**src/rtl/prom_arb_pkg.sv**
```systemverilog
`default_nettype none
// ============================================================================
//  Module   : prom_arb_pkg
//  Purpose  : Shared state encodings, requester indices and helpers for the
//             PROM transfer arbiter.
//  Revision : 1.0  initial release
// ============================================================================
package prom_arb_pkg;

    // WAIT_BUSY and WAIT_DONE share code 3; the phase is tracked separately
    typedef enum logic [2:0] {
        ST_IDLE    = 3'd0,
        ST_GRANT   = 3'd1,
        ST_START   = 3'd2,
        ST_WAIT    = 3'd3,
        ST_DONE    = 3'd4,
        ST_TIMEOUT = 3'd5,
        ST_RELEASE = 3'd6,
        ST_TURN    = 3'd7
    } arb_state_t;

    localparam logic AL_IDX  = 1'b0;
    localparam logic MAN_IDX = 1'b1;

    function automatic logic [1:0] owner_onehot(input logic owner);
        return owner ? 2'b10 : 2'b01;
    endfunction

endpackage
`default_nettype wire

```
**src/rtl/prom_arb_wdog.sv**
```systemverilog
`default_nettype none
// ============================================================================
//  Module   : prom_arb_wdog
//  Purpose  : 16-bit watchdog counter; clears, counts while enabled, saturates
//             at LIMIT and flags expiry while it holds there.
//  Revision : 1.0  initial release
// ============================================================================
module prom_arb_wdog #(
    parameter logic [15:0] LIMIT = 16'd40000
) (
    input  logic CLK,
    input  logic RST,
    input  logic i_clr,
    input  logic i_en,
    output logic o_expired
);

    logic [15:0] r_count;

    assign o_expired = (r_count == LIMIT);

    always_ff @(posedge CLK or posedge RST) begin
        if (RST) begin
            r_count <= 16'd0;
        end else if (i_clr) begin
            r_count <= 16'd0;
        end else if (i_en && !o_expired) begin
            r_count <= r_count + 16'd1;
        end
    end

endmodule
`default_nettype wire

```
**src/rtl/prom_xfer_arbiter.sv**
```systemverilog
`default_nettype none
// ============================================================================
//  Module   : prom_xfer_arbiter
//  Purpose  : Shares the PROM->FIFO transfer engine between auto-load and
//             manual/JTAG requesters with watchdog and turnaround.
//             Define PROM_ARB_RR_EN for round-robin arbitration on ties.
//  Revision : 1.0  initial release
// ============================================================================
module prom_xfer_arbiter #(
    parameter logic [15:0] TMO_CYC  = 16'd40000,
    parameter logic [3:0]  TURN_CYC = 4'd3
) (
    input  logic       CLK,
    input  logic       RST,
    input  logic [1:0] REQ,
    input  logic       XFER_DONE,
    output logic [1:0] GNT,
    output logic       XFER_START,
    output logic       XFER_ABORT,
    output logic [1:0] OWNER_DONE,
    output logic       TMO_ERR,
    output logic       ARB_BUSY,
    output logic [2:0] ARB_STATE
);

    import prom_arb_pkg::*;

    arb_state_t r_state;
    arb_state_t w_next;
    logic       r_owner;
    logic       r_busy_seen;
    logic [3:0] r_turn_cnt;
    logic       w_win;
    logic       w_owner_nxt;
    logic       w_expired;
    logic       w_turn_last;
    logic       w_wd_clr;
    logic       w_wd_en;
`ifdef PROM_ARB_RR_EN
    logic       r_last_owner;
`endif

    assign ARB_STATE   = r_state;
    assign w_turn_last = (TURN_CYC == 4'd0) || (r_turn_cnt == TURN_CYC - 4'd1);
    assign w_owner_nxt = (r_state == ST_IDLE) ? w_win : r_owner;
    assign w_wd_clr    = (w_next == ST_START);
    assign w_wd_en     = (r_state == ST_WAIT);

    always_comb begin
        w_win = REQ[AL_IDX] ? AL_IDX : MAN_IDX;
`ifdef PROM_ARB_RR_EN
        if (REQ[AL_IDX] && REQ[MAN_IDX]) begin
            w_win = ~r_last_owner;
        end
`endif
    end

    // Busy/done events take precedence over the watchdog on the same cycle
    always_comb begin
        w_next = r_state;
        case (r_state)
            ST_IDLE:    if (|REQ) w_next = ST_GRANT;
            ST_GRANT:   w_next = ST_START;
            ST_START:   w_next = ST_WAIT;
            ST_WAIT: begin
                if (!r_busy_seen) begin
                    if (XFER_DONE && w_expired) w_next = ST_TIMEOUT;
                end else if (XFER_DONE) begin
                    w_next = ST_DONE;
                end else if (w_expired) begin
                    w_next = ST_TIMEOUT;
                end
            end
            ST_DONE:    w_next = ST_RELEASE;
            ST_TIMEOUT: w_next = ST_RELEASE;
            ST_RELEASE: if (!REQ[r_owner]) w_next = ST_TURN;
            ST_TURN:    if (w_turn_last) w_next = ST_IDLE;
            default:    w_next = ST_IDLE;
        endcase
    end

    prom_arb_wdog #(
        .LIMIT     (TMO_CYC)
    ) u_wdog (
        .CLK       (CLK),
        .RST       (RST),
        .i_clr     (w_wd_clr),
        .i_en      (w_wd_en),
        .o_expired (w_expired)
    );

    always_ff @(posedge CLK or posedge RST) begin
        if (RST) begin
            r_state     <= ST_IDLE;
            r_owner     <= 1'b0;
            r_busy_seen <= 1'b0;
            r_turn_cnt  <= 4'd0;
            GNT         <= 2'b00;
            XFER_START  <= 1'b0;
            XFER_ABORT  <= 1'b0;
            OWNER_DONE  <= 2'b00;
            TMO_ERR     <= 1'b0;
            ARB_BUSY    <= 1'b0;
`ifdef PROM_ARB_RR_EN
            r_last_owner <= 1'b1;
`endif
        end else begin
            r_state <= w_next;
            if (r_state == ST_IDLE && w_next == ST_GRANT) begin
                r_owner <= w_win;
`ifdef PROM_ARB_RR_EN
                r_last_owner <= w_win;
`endif
            end
            if (w_next == ST_START) begin
                r_busy_seen <= 1'b0;
            end else if (r_state == ST_WAIT && !XFER_DONE) begin
                r_busy_seen <= 1'b1;
            end
            r_turn_cnt <= (r_state == ST_TURN) ? r_turn_cnt + 4'd1 : 4'd0;

            GNT        <= (w_next != ST_IDLE && w_next != ST_TURN) ? owner_onehot(w_owner_nxt) : 2'b00;
            XFER_START <= (w_next == ST_START);
            XFER_ABORT <= (w_next == ST_TIMEOUT);
            TMO_ERR    <= (w_next == ST_TIMEOUT);
            OWNER_DONE <= (w_next == ST_DONE) ? owner_onehot(r_owner) : 2'b00;
            ARB_BUSY   <= (w_next != ST_IDLE);
        end
    end

endmodule
`default_nettype wire
```
**config.mk**
```make
export PLATFORM = sky130hd
export DESIGN_NAME = prom_xfer_arbiter
export DESIGN_NICKNAME = d
export VERILOG_FILES = /design/src/rtl/prom_arb_pkg.sv /design/src/rtl/prom_arb_wdog.sv /design/src/rtl/prom_xfer_arbiter.sv
export SDC_FILE = /design/constraint.sdc
export NUM_CORES = 1
export LEC_CHECK = 0
export BUFFER_PORTS_ARGS = -buffer_cell sky130_fd_sc_hd__buf_2
export CAP_MARGIN = 20
export CORE_AREA = 3 3 64 66
export DETAILED_ROUTE_END_ITERATION = 6
export DIE_AREA = 0 0 67 69
export GPL_TIMING_DRIVEN = 0
export PLACE_DENSITY_LB_ADDON = 0.3
export REMOVE_ABC_BUFFERS = 1
export SLEW_MARGIN = 20
export SYNTH_ARGS = -nofsm -noshare
export SYNTH_HDL_FRONTEND = slang
export SYNTH_SLANG_ARGS = --single-unit
export TNS_END_PERCENT = 10
```
**constraint.sdc**
```tcl
create_clock -name CLK -period 4.9 [get_ports CLK]
set_clock_uncertainty 0.2 [all_clocks]
set_input_delay 0.49 -clock CLK [delete_from_list [all_inputs] [get_ports CLK]]
set_output_delay 0.49 -clock CLK [all_outputs]
set_load 0.005 [all_outputs]
```
==> reports/metrics.cfg <==
[place]
dp_hpwl_um = 2340
gp_congestion = 0.817
port_buffers = 15
pre_cts_slack_ps = 2530
numPlacedInstances = 225
placed_area_sq_um = 1710

[global_route]
grt.met1_usage_pct = 19.0
grt_pass1_wl_um = 5620
grt_max_degree = 33
globalRouteMet2Util_pct = 25.8
grt_busiest_layer = met2
track_usage_pct = 15.8
antenna_found_initial = 0
use_met3_pct = 4.40
grt_overflow = 0
grt_pass1_vias = 1287

[sta]
tightest_slew_ps = 623
setup_viol = 0
grt_setup_unrepaired = no
fin_ws_ps = 2500
hold_viol = 0
period_share_pct = 49.0
fmaxAchievable_ghz = 0.416
period_minus_slack_ps = 2400
slew_headroom_pct = 57.4
drv_slew = 0
tns_ps = 0

[worst_setup_path]
crit_path_max_fanout = 12
cp.required_ps = 4900
cp-start-kind = flip-flop
worstSetupEndpointType = flip-flop
arrival_ps = 2400
crit_type = flip-flop to flip-flop

[power_and_ir_drop]
leakagePower_nw = 0.834
ir_worst_vdd_v = 0.000343
powerDensity_nw_per_um2 = 470
power_w = 0.000848

[cts]
cts_hold_buf = 0
clkSinkCount = 32
cts.clk_slew.worst_paths_ps = 60
cts_tree = built
cts_made_buffers = 5
clockBufferDepth = 2
post_cts_buffers = 0
clock_latency_ps = 280
cts_max_level = 2
clock-root-buffer = clkbuf_8
cts_resized = 0

[cells_and_area]
fin_nets = 193
antenna_cells = 0
area_growth_pct = 11.5
finalNonFillerCells = 233
drive_gt1_share_pct = 15.7
final_area_sq_um = 1810

[flow_run]
drv_cap = 0

[detailed_routing]
drt-total-wl_um = 3100
drt_first_pass_iters = 4
drc = 0
drtAntennaViolNets = 0
wire_per_inst_um = 13.3
drtIter0Drc = 66
post_drt_via_cell_ratio = 5.39
dr_total_vias = 1256

[yosys]
ys_ff_latch = 32
synthArstFlopShare_pct = 100
synth-seq-area-share_pct = 49.5
yosysUniqueCellTypes = 37
synthTopCellsByArea = dfrtp_1 (49%), nor2_1 (5.3%), xnor2_1 (4.3%)
synthMostInstantiatedCell = dfrtp_1
synth_edf_count = 0
yosysWarnings = 0
synthCells = 168
avgSynthCellArea_sq_um = 9.64
synthTopCellsByCount = dfrtp_1 (32), nor2_1 (23), inv_1 (14), nand2_1 (11), nand3_1 (11)
synth_largest_area_cell = dfrtp_1
synthFlopType = dfrtp_1
synth_top_area_share_pct = 49.5
netlist_area_sq_um = 1620

[min_path]
hold_path.class = input port to asynchronous set/reset pin

[floorplanning]
start_util_pct = 44.6
ios = 16
num_rows = 22
fp.dieArea_sq_um = 4620
chipHeight_um = 69
core_area_sq_um = 3630
die_w_um = 67

[outcome]
status = completed

## critical path, cell delays in order (launching register included)
cell,delay [ps]
dfrtp_1,510
nand4b_4,310
or4_4,620
or4_1,510
a21oi_1,170
## worst paths after layout
kind | cells after the start | slack (ps) | endpoint | startpoint
setup / recovery | 4 | 2500 | u_wdog.r_count[15]$_DFFE_PP0P_ | ARB_STATE[2]$_DFF_PP0_
hold / removal | 2 | 100 | u_wdog.r_count[5]$_DFFE_PP0P_ | RST
setup reg to reg | 4 | 2500 | u_wdog.r_count[15]$_DFFE_PP0P_ | ARB_STATE[2]$_DFF_PP0_
hold reg to reg | 1 | 310 | r_turn_cnt[0]$_DFF_PP0_ | r_turn_cnt[0]$_DFF_PP0_
max in group asynchronous | 2 | 3980 | ARB_STATE[1]$_DFF_PP0_ | RST
min in group CLK | 2 | 230 | r_owner$_DFFE_PP0P_ | REQ[0]
## layout make-up
type                       instances  area, sq um
inverter                          14         52.6
clock inverter                     2         10.0
timing repair buffer              15         75.1
tap                               48         60.1
fill                             349         1830
multi-input combinational        116          724
sequential                        32          801
clock buffer                       6         82.6
## state kept, by name, indices dropped and copies added, names as in the netlist
name,flops
GNT,2
u_wdog.r_count,16
r_busy_seen,1
TMO_ERR,1
OWNER_DONE,2
ARB_BUSY,1
r_turn_cnt,4
r_owner,1
ARB_STATE,3
XFER_START,1
## logic make-up after synthesis
kind of cell / synth area share [%]
adder cells (fa/ha/maj): 3.71
AND/OR/NAND/NOR: 26.4
buffers and inverters: 5.80
XOR/XNOR: 5.41
AO/OA/AOI/OAI: 7.34
flip-flops: 49.5
multiplexers: 1.85
## power by group
| group | internal [W] | switching (W) |
|---|---|---|
| Sequential | 0.000323 | 0.0000783 |
| Combinational | 0.000106 | 0.000139 |
| Clock | 0.000112 | 0.0000901 |
## per-layer routing
layer,share of wire [%],vias to the layer above
li1,-,615
met1,44,606
met2,51,28
met3,3.3,7
met4,1.8,0
met5,0,-
## stage by stage
stage,hold slack (ps),util (%)
after floorplan,255,-
after global placement,270,47.1
after detailed placement,307,47.1
after CTS,113,49.7
after global routing,141,49.7
final,95.9,49.7
## cell usage in the layout, fill, tap and decap left out, types with 2 or more instances in the layout
master	instances
a21oi_1	9
buf_2	15
clkbuf_8	6
clkinv_2	2
dfrtp_1	32
ha_1	4
inv_1	13
mux2i_1	3
nand2_1	11
nand2b_1	2
nand3_1	11
nand4_1	2
nor2_1	23
nor3_1	7
nor3b_1	2
nor4_1	4
nor4b_1	2
nor4bb_1	2
o21ai_0	6
or3_1	4
xnor2_1	8
xor2_1	2
Note: power is estimated with default switching activity, not from simulation.
